--- src/rtl/tqvp_hx2003_pulse_pkg.sv ---
// Shared types and constants for the pulse job scheduler.
// Covers the FSM state encoding, the field widths and the packed job record.
package tqvp_hx2003_pulse_pkg;

    localparam int IDX_W     = 7;
    localparam int CNT_W     = 8;
    localparam int GAP_MAX_W = 16;

    typedef enum logic [2:0] {
        ST_IDLE = 3'd0,
        ST_LOAD = 3'd1,
        ST_ARM  = 3'd2,
        ST_RUN  = 3'd3,
        ST_GAP  = 3'd4
    } state_e;

    typedef struct packed {
        logic [IDX_W-1:0]     end_index;
        logic [IDX_W-1:0]     loopback_index;
        logic [CNT_W-1:0]     loop_count;
        logic [GAP_MAX_W-1:0] gap;
    } job_t;

    localparam int JOB_W       = $bits(job_t);
    localparam int JOB_NOGAP_W = JOB_W - GAP_MAX_W;

endpackage

--- src/rtl/tqvp_hx2003_pulse_job_fifo.sv ---
// Synchronous DEPTH-entry job FIFO with an occupancy count and a flush.
// Flush takes priority over push and pop in the same cycle.
module tqvp_hx2003_pulse_job_fifo
    import tqvp_hx2003_pulse_pkg::*;
#(
    parameter int DEPTH = 4,
    parameter int WIDTH = JOB_W
) (
    input  logic                     clk,
    input  logic                     rst_n,
    input  logic                     flush,
    input  logic                     push,
    input  logic [WIDTH-1:0]         wdata,
    input  logic                     pop,
    output logic [WIDTH-1:0]         rdata,
    output logic [$clog2(DEPTH):0]   count,
    output logic                     full,
    output logic                     empty
);

    localparam int PTR_W = $clog2(DEPTH);
    localparam int LVL_W = $clog2(DEPTH) + 1;

    logic [WIDTH-1:0] mem_q [DEPTH];
    logic [WIDTH-1:0] mem_d [DEPTH];
    logic [PTR_W-1:0] wr_ptr_q, wr_ptr_d;
    logic [PTR_W-1:0] rd_ptr_q, rd_ptr_d;
    logic [LVL_W-1:0] count_q, count_d;
    logic             do_push_s, do_pop_s;

    assign full  = (count_q == LVL_W'(DEPTH));
    assign empty = (count_q == {LVL_W{1'b0}});
    assign count = count_q;
    assign rdata = mem_q[rd_ptr_q];

    // Next-state for storage, pointers and occupancy.
    always_comb begin
        do_push_s = push && !full;
        do_pop_s  = pop && !empty;
        mem_d     = mem_q;
        wr_ptr_d  = wr_ptr_q;
        rd_ptr_d  = rd_ptr_q;
        count_d   = count_q;
        if (flush) begin
            wr_ptr_d = {PTR_W{1'b0}};
            rd_ptr_d = {PTR_W{1'b0}};
            count_d  = {LVL_W{1'b0}};
        end else begin
            if (do_push_s) begin
                mem_d[wr_ptr_q] = wdata;
                wr_ptr_d        = wr_ptr_q + PTR_W'(1);
            end else begin
                wr_ptr_d = wr_ptr_q;
            end
            if (do_pop_s) begin
                rd_ptr_d = rd_ptr_q + PTR_W'(1);
            end else begin
                rd_ptr_d = rd_ptr_q;
            end
            case ({do_push_s, do_pop_s})
                2'b10:   count_d = count_q + LVL_W'(1);
                2'b01:   count_d = count_q - LVL_W'(1);
                default: count_d = count_q;
            endcase
        end
    end

    // Pointer and count registers with synchronous reset.
    always_ff @(posedge clk) begin
        if (!rst_n) begin
            wr_ptr_q <= {PTR_W{1'b0}};
            rd_ptr_q <= {PTR_W{1'b0}};
            count_q  <= {LVL_W{1'b0}};
        end else begin
            wr_ptr_q <= wr_ptr_d;
            rd_ptr_q <= rd_ptr_d;
            count_q  <= count_d;
        end
    end

    // Payload storage; contents are qualified by the count, so no reset.
    always_ff @(posedge clk) begin
        mem_q <= mem_d;
    end

endmodule

--- src/rtl/tqvp_hx2003_pulse_job_scheduler.sv ---
// Pulse job scheduler: queues transmit jobs and runs them one at a time
// on the pulse transmitter, raising done_pulse / irq on completion.
// Optional feature macro: PULSE_SCHED_GAP_EN (inter-job gap state and storage).
module tqvp_hx2003_pulse_job_scheduler
    import tqvp_hx2003_pulse_pkg::*;
#(
    parameter int DEPTH = 4,
    parameter int GAP_W = 16
) (
    input  logic                   clk,
    input  logic                   rst_n,
    input  logic                   job_valid,
    output logic                   job_ready,
    input  logic [6:0]             job_end_index,
    input  logic [6:0]             job_loopback_index,
    input  logic [7:0]             job_loop_count,
    input  logic [GAP_W-1:0]       job_gap,
    input  logic                   abort,
    input  logic                   irq_clear,
    output logic                   tx_start,
    output logic [6:0]             tx_end_index,
    output logic [6:0]             tx_loopback_index,
    output logic [7:0]             tx_loop_count,
    input  logic                   tx_active,
    output logic [$clog2(DEPTH):0] level,
    output logic                   busy,
    output logic                   done_pulse,
    output logic                   irq
);

    localparam int LVL_W = $clog2(DEPTH) + 1;
`ifdef PULSE_SCHED_GAP_EN
    localparam int FIFO_W = JOB_W;
`else
    localparam int FIFO_W = JOB_NOGAP_W;
`endif

    state_e            state_q, state_d;
    logic              tx_start_q, tx_start_d;
    logic [IDX_W-1:0]  tx_end_q, tx_end_d;
    logic [IDX_W-1:0]  tx_lb_q, tx_lb_d;
    logic [CNT_W-1:0]  tx_cnt_q, tx_cnt_d;
    logic              done_q, done_d;
    logic              irq_q, irq_d;
    logic              busy_q, busy_d;
    logic              push_s, pop_s, full_s, empty_s, ready_s;
    logic [LVL_W-1:0]  level_s;
    logic [FIFO_W-1:0] wdata_s, rdata_s;
    job_t              head_s;
`ifdef PULSE_SCHED_GAP_EN
    logic [GAP_W-1:0]  gap_q, gap_d;
    logic [GAP_W-1:0]  gap_cnt_q, gap_cnt_d;
`else
    logic              unused_gap_s;
`endif

    assign ready_s = rst_n && !full_s && !abort;
    assign push_s  = job_valid && ready_s;

`ifdef PULSE_SCHED_GAP_EN
    assign wdata_s = {job_end_index, job_loopback_index, job_loop_count, GAP_MAX_W'(job_gap)};
    assign head_s  = rdata_s;
`else
    assign wdata_s      = {job_end_index, job_loopback_index, job_loop_count};
    assign head_s       = {rdata_s, {GAP_MAX_W{1'b0}}};
    assign unused_gap_s = ^{job_gap, head_s.gap};
`endif

    tqvp_hx2003_pulse_job_fifo #(
        .DEPTH (DEPTH),
        .WIDTH (FIFO_W)
    ) u_fifo (
        .clk   (clk),
        .rst_n (rst_n),
        .flush (abort),
        .push  (push_s),
        .wdata (wdata_s),
        .pop   (pop_s),
        .rdata (rdata_s),
        .count (level_s),
        .full  (full_s),
        .empty (empty_s)
    );

    // Sequencing FSM: next state, transmitter controls and completion events.
    always_comb begin
        state_d    = state_q;
        tx_start_d = tx_start_q;
        tx_end_d   = tx_end_q;
        tx_lb_d    = tx_lb_q;
        tx_cnt_d   = tx_cnt_q;
        done_d     = 1'b0;
        pop_s      = 1'b0;
`ifdef PULSE_SCHED_GAP_EN
        gap_d      = gap_q;
        gap_cnt_d  = gap_cnt_q;
`endif
        if (abort) begin
            state_d    = ST_IDLE;
            tx_start_d = 1'b0;
        end else begin
            case (state_q)
                ST_IDLE: begin
                    // Emptiness is registered, so a fresh push is popped one edge later.
                    if (!empty_s) begin
                        pop_s    = 1'b1;
                        state_d  = ST_LOAD;
                        tx_end_d = head_s.end_index;
                        tx_lb_d  = head_s.loopback_index;
                        tx_cnt_d = head_s.loop_count;
`ifdef PULSE_SCHED_GAP_EN
                        gap_d    = GAP_W'(head_s.gap);
`endif
                    end else begin
                        state_d = ST_IDLE;
                    end
                end
                ST_LOAD: begin
                    tx_start_d = 1'b1;
                    state_d    = ST_ARM;
                end
                ST_ARM: begin
                    if (tx_active) begin
                        state_d = ST_RUN;
                    end else begin
                        state_d = ST_ARM;
                    end
                end
                ST_RUN: begin
                    if (!tx_active) begin
                        tx_start_d = 1'b0;
                        done_d     = 1'b1;
`ifdef PULSE_SCHED_GAP_EN
                        if (gap_q != {GAP_W{1'b0}}) begin
                            state_d   = ST_GAP;
                            gap_cnt_d = gap_q;
                        end else begin
                            state_d = ST_IDLE;
                        end
`else
                        state_d = ST_IDLE;
`endif
                    end else begin
                        state_d = ST_RUN;
                    end
                end
                ST_GAP: begin
`ifdef PULSE_SCHED_GAP_EN
                    if (gap_cnt_q == GAP_W'(1)) begin
                        state_d = ST_IDLE;
                    end else begin
                        gap_cnt_d = gap_cnt_q - GAP_W'(1);
                    end
`else
                    state_d = ST_IDLE;
`endif
                end
                default: begin
                    state_d    = ST_IDLE;
                    tx_start_d = 1'b0;
                end
            endcase
        end
    end

    // Sticky interrupt: a completion that leaves nothing queued beats a clear.
    always_comb begin
        irq_d = irq_q;
        if (irq_clear) begin
            irq_d = 1'b0;
        end else begin
            irq_d = irq_q;
        end
        if (done_d && (level_s == {LVL_W{1'b0}}) && !push_s) begin
            irq_d = 1'b1;
        end else begin
            irq_d = irq_d;
        end
        busy_d = (state_d != ST_IDLE);
    end

    // State and output registers with synchronous active-low reset.
    always_ff @(posedge clk) begin
        if (!rst_n) begin
            state_q    <= ST_IDLE;
            tx_start_q <= 1'b0;
            tx_end_q   <= {IDX_W{1'b0}};
            tx_lb_q    <= {IDX_W{1'b0}};
            tx_cnt_q   <= {CNT_W{1'b0}};
            done_q     <= 1'b0;
            irq_q      <= 1'b0;
            busy_q     <= 1'b0;
`ifdef PULSE_SCHED_GAP_EN
            gap_q      <= {GAP_W{1'b0}};
            gap_cnt_q  <= {GAP_W{1'b0}};
`endif
        end else begin
            state_q    <= state_d;
            tx_start_q <= tx_start_d;
            tx_end_q   <= tx_end_d;
            tx_lb_q    <= tx_lb_d;
            tx_cnt_q   <= tx_cnt_d;
            done_q     <= done_d;
            irq_q      <= irq_d;
            busy_q     <= busy_d;
`ifdef PULSE_SCHED_GAP_EN
            gap_q      <= gap_d;
            gap_cnt_q  <= gap_cnt_d;
`endif
        end
    end

    assign job_ready         = ready_s;
    assign tx_start          = tx_start_q;
    assign tx_end_index      = tx_end_q;
    assign tx_loopback_index = tx_lb_q;
    assign tx_loop_count     = tx_cnt_q;
    assign level             = level_s;
    assign busy              = busy_q;
    assign done_pulse        = done_q;
    assign irq               = irq_q;

endmodule

--- config.mk ---
export PLATFORM = sky130hd
export DESIGN_NAME = tqvp_hx2003_pulse_job_scheduler
export DESIGN_NICKNAME = d
export VERILOG_FILES = /design/src/rtl/tqvp_hx2003_pulse_pkg.sv /design/src/rtl/tqvp_hx2003_pulse_job_fifo.sv /design/src/rtl/tqvp_hx2003_pulse_job_scheduler.sv
export SDC_FILE = /design/constraint.sdc
export NUM_CORES = 1
export LEC_CHECK = 0
export ABC_AREA = 1
export CAP_MARGIN = 20
export CORE_AREA = 2 2 112 114
export CTS_BUF_LIST = sky130_fd_sc_hd__clkbuf_8 sky130_fd_sc_hd__clkbuf_16
export DETAILED_ROUTE_END_ITERATION = 7
export DIE_AREA = 0 0 114 116
export PLACE_DENSITY = 0.75
export SYNTH_ARGS = -nofsm -noshare
export SYNTH_HDL_FRONTEND = slang
export SYNTH_SLANG_ARGS = --single-unit
export TNS_END_PERCENT = 30
--- constraint.sdc ---
create_clock -name clk -period 5.35 [get_ports clk]
set_input_delay 1.605 -clock clk [delete_from_list [all_inputs] [get_ports clk]]
set_output_delay 1.605 -clock clk [all_outputs]
set_load 0.01 [all_outputs]
# Word level (Yosys, flattened, before mapping)

Index checks and enable logic that the tools add are counted.

RAM bits: 0
Memories kept: 0
ROM bits: 0
Output and inout bits: 30
Register bits after elaboration: 124
Logic and storage cells: 80
Input bits: 44
Latch bits: 0

Reductions and logical operators: 22
Equal/unequal tests: 8
Shift-type cells: 0
$add $sub $neg: 4
Magnitude comparators: 3
$mul: 0
Muxes and demuxes: 22
Div/mod/pow operators: 0
Bitwise gates (word level): 6

Operators by type and width:

| operator            | number |
|---|---|
| $bwmux 88           | 1 |
| $mux 22             | 3 |
| $bmux 22 s2         | 1 |
| $demux 22 s2        | 1 |
| $pmux 3 s4          | 1 |
| $mux 1              | 11 |
| $logic_and 1x1->1   | 8 |
| $eq 3x2->1 const B  | 2 |
| $eq 3x3->1 const B  | 2 |
| $ge 3x3->1 const B  | 2 |
| $logic_not 3->1     | 2 |
| $not 2->3           | 2 |
| $pmux 3 s2          | 1 |
| $add 2x1->2 const B | 2 |
| $logic_not 1->1     | 4 |
| $not 1->1           | 4 |
| $reduce_and 2->1    | 2 |
| $reduce_bool 2->1   | 2 |
| $add 3x1->3 const B | 1 |
| $eq 3x1->1 const B  | 1 |
| $lt 3x1->1 const B  | 1 |
| $mux 3              | 1 |
| $pmux 1 s3          | 1 |
| $reduce_and 3->1    | 1 |
| 8 further kinds     | 8 |

# Longest topological paths before layout

Depth after elaboration: 8
Gate-level depth with buffers: 14
Gate-level depth less buffers: 12

# Modules after synthesis

Synthesis repeated with hierarchy kept, for this count alone.

Cell total of the unflattened synthesis: 419
Area total of the unflattened synthesis: 4779.6 µm²

By module, submodules not included:

| module                          | seq. area each (µm²) | cells each | area each (µm²) | instances |
|---|---|---|---|---|
| tqvp_hx2003_pulse_job_fifo      | 2782.7               | 286        | 3733.6          | 1 |
| tqvp_hx2003_pulse_job_scheduler | 560.5                | 133        | 1046.0          | 1 |

# Worst setup path before layout

OpenSTA, ideal clock, no wires.

Path kind: input port to output port
From: input rst_n
To: output job_ready
Path buffers: 0
Arrival time: 2097 ps
Required time: 3745 ps
Slack: 1648 ps
Cell stages on the path: 4
Path through: inv_2 > nor2_4 > inv_2 > a21oi_1

Longest elaborated chain between the ends: 2

Ends and longest elaborated chain:

| item                            | RTL line                              | text |
|---|---|---|
| start: declaration              | tqvp_hx2003_pulse_job_scheduler.sv:11 | `input logic rst_n,` |
| $logic_and 1x1->1 (2 in series) | tqvp_hx2003_pulse_job_scheduler.sv:57 | `assign ready_s = rst_n && !full_s && !abort;` |
| end: declaration                | tqvp_hx2003_pulse_job_scheduler.sv:13 | `output logic job_ready,` |

Every way passes these cells.

# Final worst setup path

Ends and elaborated chain as after synthesis.

==> impl_metrics.ini <==
[run_status]
status = completed

[yosys]
syn_avg_cell_area_sq_um = 9.32
synthFlopType = edfxtp_1
synth_nets = 608
seq_area_frac_synth_pct = 64.3
synth_commonest_cells = nand2_1, edfxtp_1, inv_1, nor2_1, dfxtp_1
synth_top_area_share_pct = 50.8
yosysTopAreaCell = edfxtp_1
synth.cell_area_sq_mm = 0.00520
synth-seq-cells = 123
syn_inst = 558
synth_most_common_cell = nand2_1
synth_warnings = 0
synth_edf_count = 88
synth.distinct_cells = 22
yosys-top-cells-area = edfxtp_1, nand2_1, dfxtp_1, inv_1, nor2_1
async_flop_share_pct = 0

[timing]
max_clock_freq_mhz = 208
grt_setup_unrepaired = no
finalHoldViolations = 0
fin_hold_ws_ps = 458
maxSlewViolCount = 0
tightest_slew_ps = 1050
setup_viol = 0
clock_skew_ps = 7.45
setup-tns-final_ps = 0
layout_min_cycle_time_ps = 4820
fin_crit_sh_pct = 90.0
max_slew_margin_pct = 30.0

[detailed_routing]
via_count = 3590
drtPass1Iterations = 5
routed.top_layer = met4
wirelength_microns = 10300
route.layer.met1.wl_microns = 4240
remaining_drc_errors = 0
antenna_left = 0
drt-initial-drc-count = 181
wl_per_cell_microns = 13.2
viasPerCell = 4.61
wl_met2_microns = 5280
wl_met3_microns = 715

[clock_network]
clk_latency_ps = 400
clock-sinks = 123
cts.htree.levels = 4
ctsResizeCount = 0
cts_max_path_buffers = 2
hold_buffers = 0
numCtsBuffers = 17
cts_tree = yes
clk_pin_slew_ps = 60
postCtsSetupRepairBufs = 0
cts_root_buffer = clkbuf_16

[floorplan]
ios = 74
rows = 40
die_h_microns = 116
die_w_microns = 114
start_util_pct = 43.7
placeableCoreArea_sq_mm = 0.0119
die-area_sq_mm = 0.0132

[placed_design]
gp_congestion = 0.694
dp.cells = 747
dp_hpwl_microns = 5910
io_buffers = 57

[worst_setup_path]
crit_required_ps = 3740
crit_path_cell_trace = clkdlybuf4s50_1, inv_2, nor2_4, inv_2, a21oi_1, clkdlybuf4s50_1
worstPathArrival_ps = 3210
cp-end-kind = output pin
slowest_stage = clkdlybuf4s50_1
start_kind = primary input
critPathLaunch = rst_n
reg2reg_from = u_fifo.rd_ptr_q[1]
cp_max_fo = 9
path_class = primary input to output pin
cp_slowest_stage_delay_ps = 560

[layout]
final_util_pct = 54.8
multiInputGateArea_sq_mm = 0.00138
ff_latch_area_sq_mm = 0.00334
n_fill_cell = 995
finalNonFillerCells = 779
fin_nets = 669
drive_gt1_share_pct = 8.39
syn_to_final_growth_pct = 25.5
antennaDiodeCount = 0

[grt]
antenna_found_initial = 0
grt_start_max_net_pins = 49
overflow = 0
grt_pass1_wl_microns = 16600
first_global_vias = 3549
grtUsageTotal_pct = 16.4

[min_path]
hp-class = flop to flop
hp-start = tx_start

[pwr]
p_leak_nw = 2.87
p_per_area_mw_per_mm2 = 370
max-vdd-ir-drop_mv = 0.247
p_total_mw = 2.41

[job]
cap_violations = 0
## state kept, by name (all words and copies together), names as in the netlist
name / cells
state_q: 2
tx_loopback_index: 7
tx_start: 1
u_fifo.count: 3
u_fifo.mem_q: 88
tx_loop_count: 8
u_fifo.rd_ptr_q: 2
done_pulse: 1
tx_end_index: 7
irq: 1
busy: 1
u_fifo.wr_ptr_q: 2
## area by class of cell
type                       instances  share of cell area [%]
clock inverter                    15                    3.62
timing repair buffer              64                    9.55
multi-input combinational        325                    21.2
tap                              147                    2.82
inverter                          88                    5.06
sequential                       123                    51.2
clock buffer                      17                    6.52
## metrics by stage
step                setup WS (ps)  instance area, sq um
CTS                           513                  6530
global placement              548                  5860
detailed placement            525                  5860
finish                        533                  6530
global route                  446                  6530
floorplan                    1650                  5200
## metal layers
metal / GRT usage (%) / vias to the layer above
met5: 0 / -
li1: - / 1833
met3: 5.33 / 4
met1: 18.5 / 1656
met4: 7.97 / 0
met2: 28.3 / 97
## placed cells by master, fill, tap and decap left out
master / n
nand2_1: 220
edfxtp_1: 88
inv_1: 85
clkdlybuf4s50_1: 57
nor2_1: 52
dfxtp_1: 35
nand3_1: 23
clkbuf_16: 17
buf_4: 7
nor2_2: 6
a21oi_1: 6
ha_1: 5
bufinv_16: 5
clkinv_4: 5
o21ai_0: 4
inv_6: 4
inv_2: 3
nor2_4: 2
nand4_1: 2
nand3_2: 1
nand3_4: 1
nand3b_1: 1
or2_2: 1
fa_1: 1
clkinvlp_4: 1
## final timing paths
kind,cells after the start,end,slack [ps]
hold / removal,2,tx_start,460
setup reg to reg,5,tx_loopback_index[1],2890
hold reg to reg,2,tx_start,460
setup / recovery,6,job_ready,530
## worst max-delay path: cells and delay by family
kind	cells	cell delay [ps]
buffers and inverters	4	1230
AND/OR/NAND/NOR	1	240
AO/OA/AOI/OAI	1	140
## logic make-up (layout without fill, tap and decap cells)
kind of cell / Yosys count / count (layout) / share of synthesized area, %
and+or+nand+nor: 309 / 309 / 23.8
adders and majority gates: 6 / 6 / 1.59
AOI/OAI and AO/OA: 10 / 10 / 0.962
buffers and inverters: 110 / 184 / 9.33
DFF: 123 / 123 / 64.3
## power breakdown
| group | internal, mW | switching [mW] | total, mW |
|---|---|---|---|
| Sequential | 1.04 | 0.00717 | 1.04 |
| Clock | 0.836 | 0.419 | 1.25 |
| Combinational | 0.0535 | 0.0627 | 0.116 |
| Total | 1.93 | 0.489 | 2.41 |
No activity file was read; power rests on OpenSTA's default activity.
